--- config.mk ---
export PLATFORM = sky130hd
export DESIGN_NAME = pipeline_stall_ctrl
export DESIGN_NICKNAME = d
export VERILOG_FILES = /design/src/rtl/pipeline_stall_ctrl_pkg.sv /design/src/rtl/pipeline_stall_ctrl_sat_counter.sv /design/src/rtl/pipeline_stall_ctrl.sv
export SDC_FILE = /design/constraint.sdc
export NUM_CORES = 1
export LEC_CHECK = 0
export CORE_MARGIN = 8
export CORE_UTILIZATION = 57
export CTS_CLUSTER_DIAMETER = 60
export CTS_CLUSTER_SIZE = 24
export DETAILED_ROUTE_END_ITERATION = 7
export PLACE_DENSITY = 0.92
export SYNTH_ARGS = -nofsm -noshare
export SYNTH_HDL_FRONTEND = slang
export SYNTH_HIERARCHICAL = 1
export SYNTH_SLANG_ARGS = --single-unit
export TNS_END_PERCENT = 5
--- constraint.sdc ---
create_clock -name clk_i -period 6.6 [get_ports clk_i]
set_clock_uncertainty 0.05 [all_clocks]
set_input_delay 0.99 -clock clk_i [delete_from_list [all_inputs] [get_ports clk_i]]
set_output_delay 0.99 -clock clk_i [all_outputs]
set_load 0.02 [all_outputs]
--- src/rtl/pipeline_stall_ctrl_pkg.sv ---
// Shared definitions for the pipeline stall/flush sequencer: FSM encodings,
// the per-stage control bundle and the hazard decode used in RUN and MEM_WAIT.
package pipe_ctrl_defs;

    localparam int STATE_W = 2;

    typedef enum logic [STATE_W-1:0] {
        ST_IDLE     = 2'd0,
        ST_RUN      = 2'd1,
        ST_MEM_WAIT = 2'd2,
        ST_ERROR    = 2'd3
    } state_e;

    typedef struct packed {
        logic pc_write;
        logic if_id_write;
        logic if_id_flush;
        logic id_ex_write;
        logic id_ex_bubble;
        logic ex_mem_write;
        logic mem_wb_write;
    } pipe_ctrl_t;

    // Every register held, nothing injected: used for IDLE, ERROR and cache stalls.
    localparam pipe_ctrl_t CTRL_FREEZE = '0;

    // Controls when the data cache is not stalling. A load-use stall suppresses
    // the branch flush so the branch is re-evaluated with forwarded operands.
    function automatic pipe_ctrl_t hazard_ctrl(input logic loaduse, input logic branch_flush);
        pipe_ctrl_t c;
        c.pc_write     = ~loaduse;
        c.if_id_write  = ~loaduse;
        c.if_id_flush  = ~loaduse & branch_flush;
        c.id_ex_write  = 1'b1;
        c.id_ex_bubble = loaduse;
        c.ex_mem_write = 1'b1;
        c.mem_wb_write = 1'b1;
        return c;
    endfunction

endpackage

--- src/rtl/pipeline_stall_ctrl_sat_counter.sv ---
// Saturating up-counter for performance statistics: sticks at all-ones, never wraps.
module sat_counter #(
    parameter int WIDTH = 16
) (
    input  logic             clk_i,
    input  logic             rst_i,
    input  logic             inc_i,
    output logic [WIDTH-1:0] count_o
);

    logic [WIDTH-1:0] r_count;

    // NOTE: sequential state uses non-blocking assignments so every flop samples pre-edge values.
    always_ff @(posedge clk_i) begin
        if (rst_i) begin
            r_count <= '0;
        end else if (inc_i && (r_count != '1)) begin
            r_count <= r_count + WIDTH'(1);
        end
    end

    assign count_o = r_count;

endmodule

--- src/rtl/pipeline_stall_ctrl.sv ---
// Central stall/flush sequencer for the 5-stage pipeline: merges cache-miss, load-use
// and branch-flush requests into per-stage controls, with timeout and perf counters.
module pipeline_stall_ctrl
    import pipe_ctrl_defs::*;
#(
    parameter int CNT_W       = 16,
    parameter int MEM_TIMEOUT = 255
) (
    input  logic             clk_i,
    input  logic             rst_i,
    input  logic             start_i,
    input  logic             loaduse_i,
    input  logic             branch_flush_i,
    input  logic             mem_stall_i,
    output logic             pc_write_o,
    output logic             if_id_write_o,
    output logic             if_id_flush_o,
    output logic             id_ex_write_o,
    output logic             id_ex_bubble_o,
    output logic             ex_mem_write_o,
    output logic             mem_wb_write_o,
    output logic [1:0]       state_o,
    output logic             mem_timeout_o,
    output logic [CNT_W-1:0] stall_cnt_o,
    output logic [CNT_W-1:0] flush_cnt_o
);

    localparam logic [CNT_W-1:0] TIMEOUT_LAST = CNT_W'(MEM_TIMEOUT - 1);

    state_e           r_state;
    state_e           w_next_state;
    pipe_ctrl_t       w_ctrl;
    logic             w_wait_inc;
    logic [CNT_W-1:0] r_wait_cnt;
    logic             r_mem_timeout;
    logic             w_stall_inc;

    // NOTE: every signal written here gets a default first, so no path can infer a latch.
    always_comb begin
        w_next_state = r_state;
        w_ctrl       = CTRL_FREEZE;
        w_wait_inc   = 1'b0;
        unique case (r_state)
            ST_IDLE: begin
                if (start_i) w_next_state = ST_RUN;
            end
            ST_RUN: begin
                if (mem_stall_i) w_next_state = ST_MEM_WAIT;
                else             w_ctrl = hazard_ctrl(loaduse_i, branch_flush_i);
            end
            ST_MEM_WAIT: begin
                if (mem_stall_i) begin
                    w_wait_inc = 1'b1;
                    if (r_wait_cnt == TIMEOUT_LAST) w_next_state = ST_ERROR;
                end else begin
                    // Release cycle: the stage registers move again this very cycle.
                    w_ctrl       = hazard_ctrl(loaduse_i, branch_flush_i);
                    w_next_state = ST_RUN;
                end
            end
            ST_ERROR: begin
                w_next_state = ST_ERROR;
            end
            default: begin
                w_next_state = ST_IDLE;
            end
        endcase
        if (rst_i) w_ctrl = CTRL_FREEZE;
    end

    always_ff @(posedge clk_i) begin
        if (rst_i) begin
            r_state       <= ST_IDLE;
            r_wait_cnt    <= '0;
            r_mem_timeout <= 1'b0;
        end else begin
            r_state    <= w_next_state;
            r_wait_cnt <= w_wait_inc ? r_wait_cnt + CNT_W'(1) : '0;
            if (w_next_state == ST_ERROR) r_mem_timeout <= 1'b1;
        end
    end

    assign w_stall_inc = ((r_state == ST_RUN) || (r_state == ST_MEM_WAIT)) && !w_ctrl.pc_write;

    sat_counter #(.WIDTH(CNT_W)) u_stall_cnt (
        .clk_i   (clk_i),
        .rst_i   (rst_i),
        .inc_i   (w_stall_inc),
        .count_o (stall_cnt_o)
    );

    sat_counter #(.WIDTH(CNT_W)) u_flush_cnt (
        .clk_i   (clk_i),
        .rst_i   (rst_i),
        .inc_i   (w_ctrl.if_id_flush),
        .count_o (flush_cnt_o)
    );

    assign pc_write_o     = w_ctrl.pc_write;
    assign if_id_write_o  = w_ctrl.if_id_write;
    assign if_id_flush_o  = w_ctrl.if_id_flush;
    assign id_ex_write_o  = w_ctrl.id_ex_write;
    assign id_ex_bubble_o = w_ctrl.id_ex_bubble;
    assign ex_mem_write_o = w_ctrl.ex_mem_write;
    assign mem_wb_write_o = w_ctrl.mem_wb_write;
    assign state_o        = r_state;
    assign mem_timeout_o  = r_mem_timeout;

endmodule

==> flow_summary.yaml <==
clock_network:
  cts_made_buffers: 5
  cts_tree: "built"
  htreeDepth: 2
  clk_pin_slew_worst_paths_ns: 0.09
  cts_setup_buffers: 0
  hold_buffers: 0
  root_buffer: "clkbuf_8"
  cts_max_path_buffers: 2
  worstSkewPairLatency_ns: 0.30
  clock-sinks: 51
  cts_resized: 0
placement:
  globalplace.congestion: 0.831
  hpwl_um: 4440
  dp_cells: 400
  port_buffers: 47
yosys:
  synth_area_per_cell_um2: 8.66
  synth_adder_area_share: 0.0372
  synth_compound_area_frac: 0.145
  synth_top_family_by_area: "simple AND/OR/NAND/NOR gates"
  ys_ff_latch: 51
  synth_top_area_frac: 0.379
  synth_nets: 325
  syn-instance-count: 311
  synth_mux_area_frac: 0.0158
  ys_types: 43
  synth-xor-area-share: 0.0488
  ys_warn_count: 6
  synth_area_um2: 2690
  synth_area_leaders: "dfxtp_1 (38%), a21oi_1 (4.3%), or4_1 (4.2%)"
  synth_area_leader_cell: "dfxtp_1"
  synth.yosys.seq_area_share: 0.379
  synthSimpleGateAreaFrac: 0.337
final_layout:
  n_fill_cell: 360
  syn_to_final_growth_pct: 22.9
  seq_area_um2: 1020
  multi_input_area_um2: 1570
  nets: 367
  antennaDiodeCount: 0
  layout_commonest_cell: "dfxtp_1"
  drive_above_1_share: 0.0480
  post_layout_nonfiller_instances: 408
  mostFrequentLayoutCells: "dfxtp_1 (51), clkdlybuf4s50_1 (47), nor2_1 (27)"
pwr:
  powerDensity_nw_per_um2: 183
  cellLeakagePower_nw: 1.07
  ir_drop_mv: 0.148
setup_path:
  arrival_ns: 3.42
  crit_chain: "clkdlybuf4s50_1, buf_4, nor3b_1, nor2b_1, and2_1, clkdlybuf4s50_1"
  endpoint_kind: "output port"
  critPathLaunchType: "input port"
  crit_top_cell: "clkdlybuf4s50_1"
  crit_fanout: 37
  worst-endpoint-required_ns: 5.56
  max_stage_delay_ns: 0.67
  crit_type: "in -> out"
  cp_slowest_cell: "clkdlybuf4s50_1"
timing:
  worst-slew-pin-transition_ns: 0.818
  finalCriticalPeriod_ns: 4.46
  setup-violations-final: 0
  max_freq_mhz: 224
  slew_viol_final: 0
  timing.final.hold_violations: 0
  rsz0062_at_grt: "no"
  fin_tns_setup_ns: 0
  post-route-period-util: 0.676
  maxSlewHeadroom: 0.451
global_routing:
  antenna_found_initial: 0
  grt_use_total: 0.175
  grt_pass1_vias: 2443
  grtUsageMet2: 0.298
  grt_max_degree: 38
  grt-busiest-layer: "met2"
  grt_pass1_wl_um: 10700
  grt_overflow_total: 0
  use_met3: 0.0527
  gr-usage-met1: 0.204
route:
  ant_nets: 0
  wl_per_cell_um: 15.3
  drt_iter0_markers: 133
  vias: 2535
  viasPerCell: 6.21
  wl_um: 6250
  dr.pass1.iters: 4
  drc: 0
floorplan:
  num_rows: 25
  fp.dieW_um: 84.7
  io_pins: 48
  start_util: 0.582
  die_y_um: 84.7
  core_um2: 4630
  dieArea_um2: 7180
run_status:
  outcome: "finished, final reports clean"
job:
  max-cap-violations: 0
min_path:
  holdCritPathClass: "reg -> reg"
per-stage QoR:
stage           util  setup WS (ns)  hold slack [ns]  total power [mW]  area (um2)
6_report       0.715           2.14            0.435             0.605        3310
5_1_grt        0.715           1.99            0.479             0.626        3310
4_1_cts        0.715           2.13            0.440             0.609        3310
3_5_place_dp   0.686           2.13            0.419             0.358        3180
3_3_place_gp   0.686           2.22            0.403             0.357        3180
2_1_floorplan      -           2.94            0.387             0.343        2690
kinds of logic after synthesis:
| logic type | after synthesis |
|---|---|
| buf+inv | 23 |
| simple gates | 148 |
| compound gates | 62 |
| mux | 4 |
| xor+xnor | 15 |
| flops | 51 |
| fa+ha+maj | 8 |
critical path: cells and delay by family:
kind,cells,cell delay [ns]
buffers and inverters,3,1.32
AND/OR/NAND/NOR,3,1.10
flip-flops by register name (all words and copies together) (netlist names):
signal	count
r_wait_cnt	16
u_flush_cnt/count_o	16
u_stall_cnt/count_o	16
state_o	2
mem_timeout_o	1
per-layer routing:
layer | share of wire | routed length, um | vias up
li1 | - | - | 1248
met1 | 0.45 | 2820 | 1204
met2 | 0.48 | 3020 | 75
met3 | 0.058 | 365 | 8
met4 | 0.0077 | 48 | 0
met5 | 0 | 0 | -
Yosys cell counts, drive strengths merged:
master / n
buf: 7
clkbuf: 6
ha: 8
nor3b: 1
nand4: 12
o211a: 1
a21o: 1
inv: 10
a21oi: 23
xnor2: 8
and3: 3
and4: 10
o41ai: 2
a221oi: 1
o311ai: 2
o31ai: 13
mux2i: 2
and2: 2
o21ai: 12
nor4bb: 3
a211oi: 1
mux2: 2
dfxtp: 51
nor2b: 8
nor2: 27
or4: 15
o21a: 4
nor4b: 1
nor3: 12
nand3b: 3
nand3: 19
xor2: 7
nand2: 18
a32o: 1
a211o: 1
nor4: 6
or3: 8
power by group:
part	internal (mW)	switching, mW	total (mW)
clock network	0.152	0.102	0.254
registers	0.310	0.00340	0.313
logic	0.0169	0.0210	0.0379
total	0.478	0.127	0.605
path summary, 6_finish.rpt:
kind	to	cells past startpoint	slack [ns]	startpoint
hold reg to reg	r_wait_cnt[0]	1	0.44	r_wait_cnt[0]
setup reg to reg	u_flush_cnt/count_o[11]	8	3.48	state_o[0]
hold / removal	r_wait_cnt[0]	1	0.44	r_wait_cnt[0]
setup / recovery	if_id_flush_o	6	2.14	rst_i
area by class of cell:
class / count / area share
sequential: 51 / 0.309
clock inverter: 2 / 0.0182
clock buffer: 6 / 0.0219
timing repair buffer: 48 / 0.144
multi-input combinational: 237 / 0.475
inverter: 10 / 0.0113
tap: 54 / 0.0204
Power figures use the tool's default switching activity.
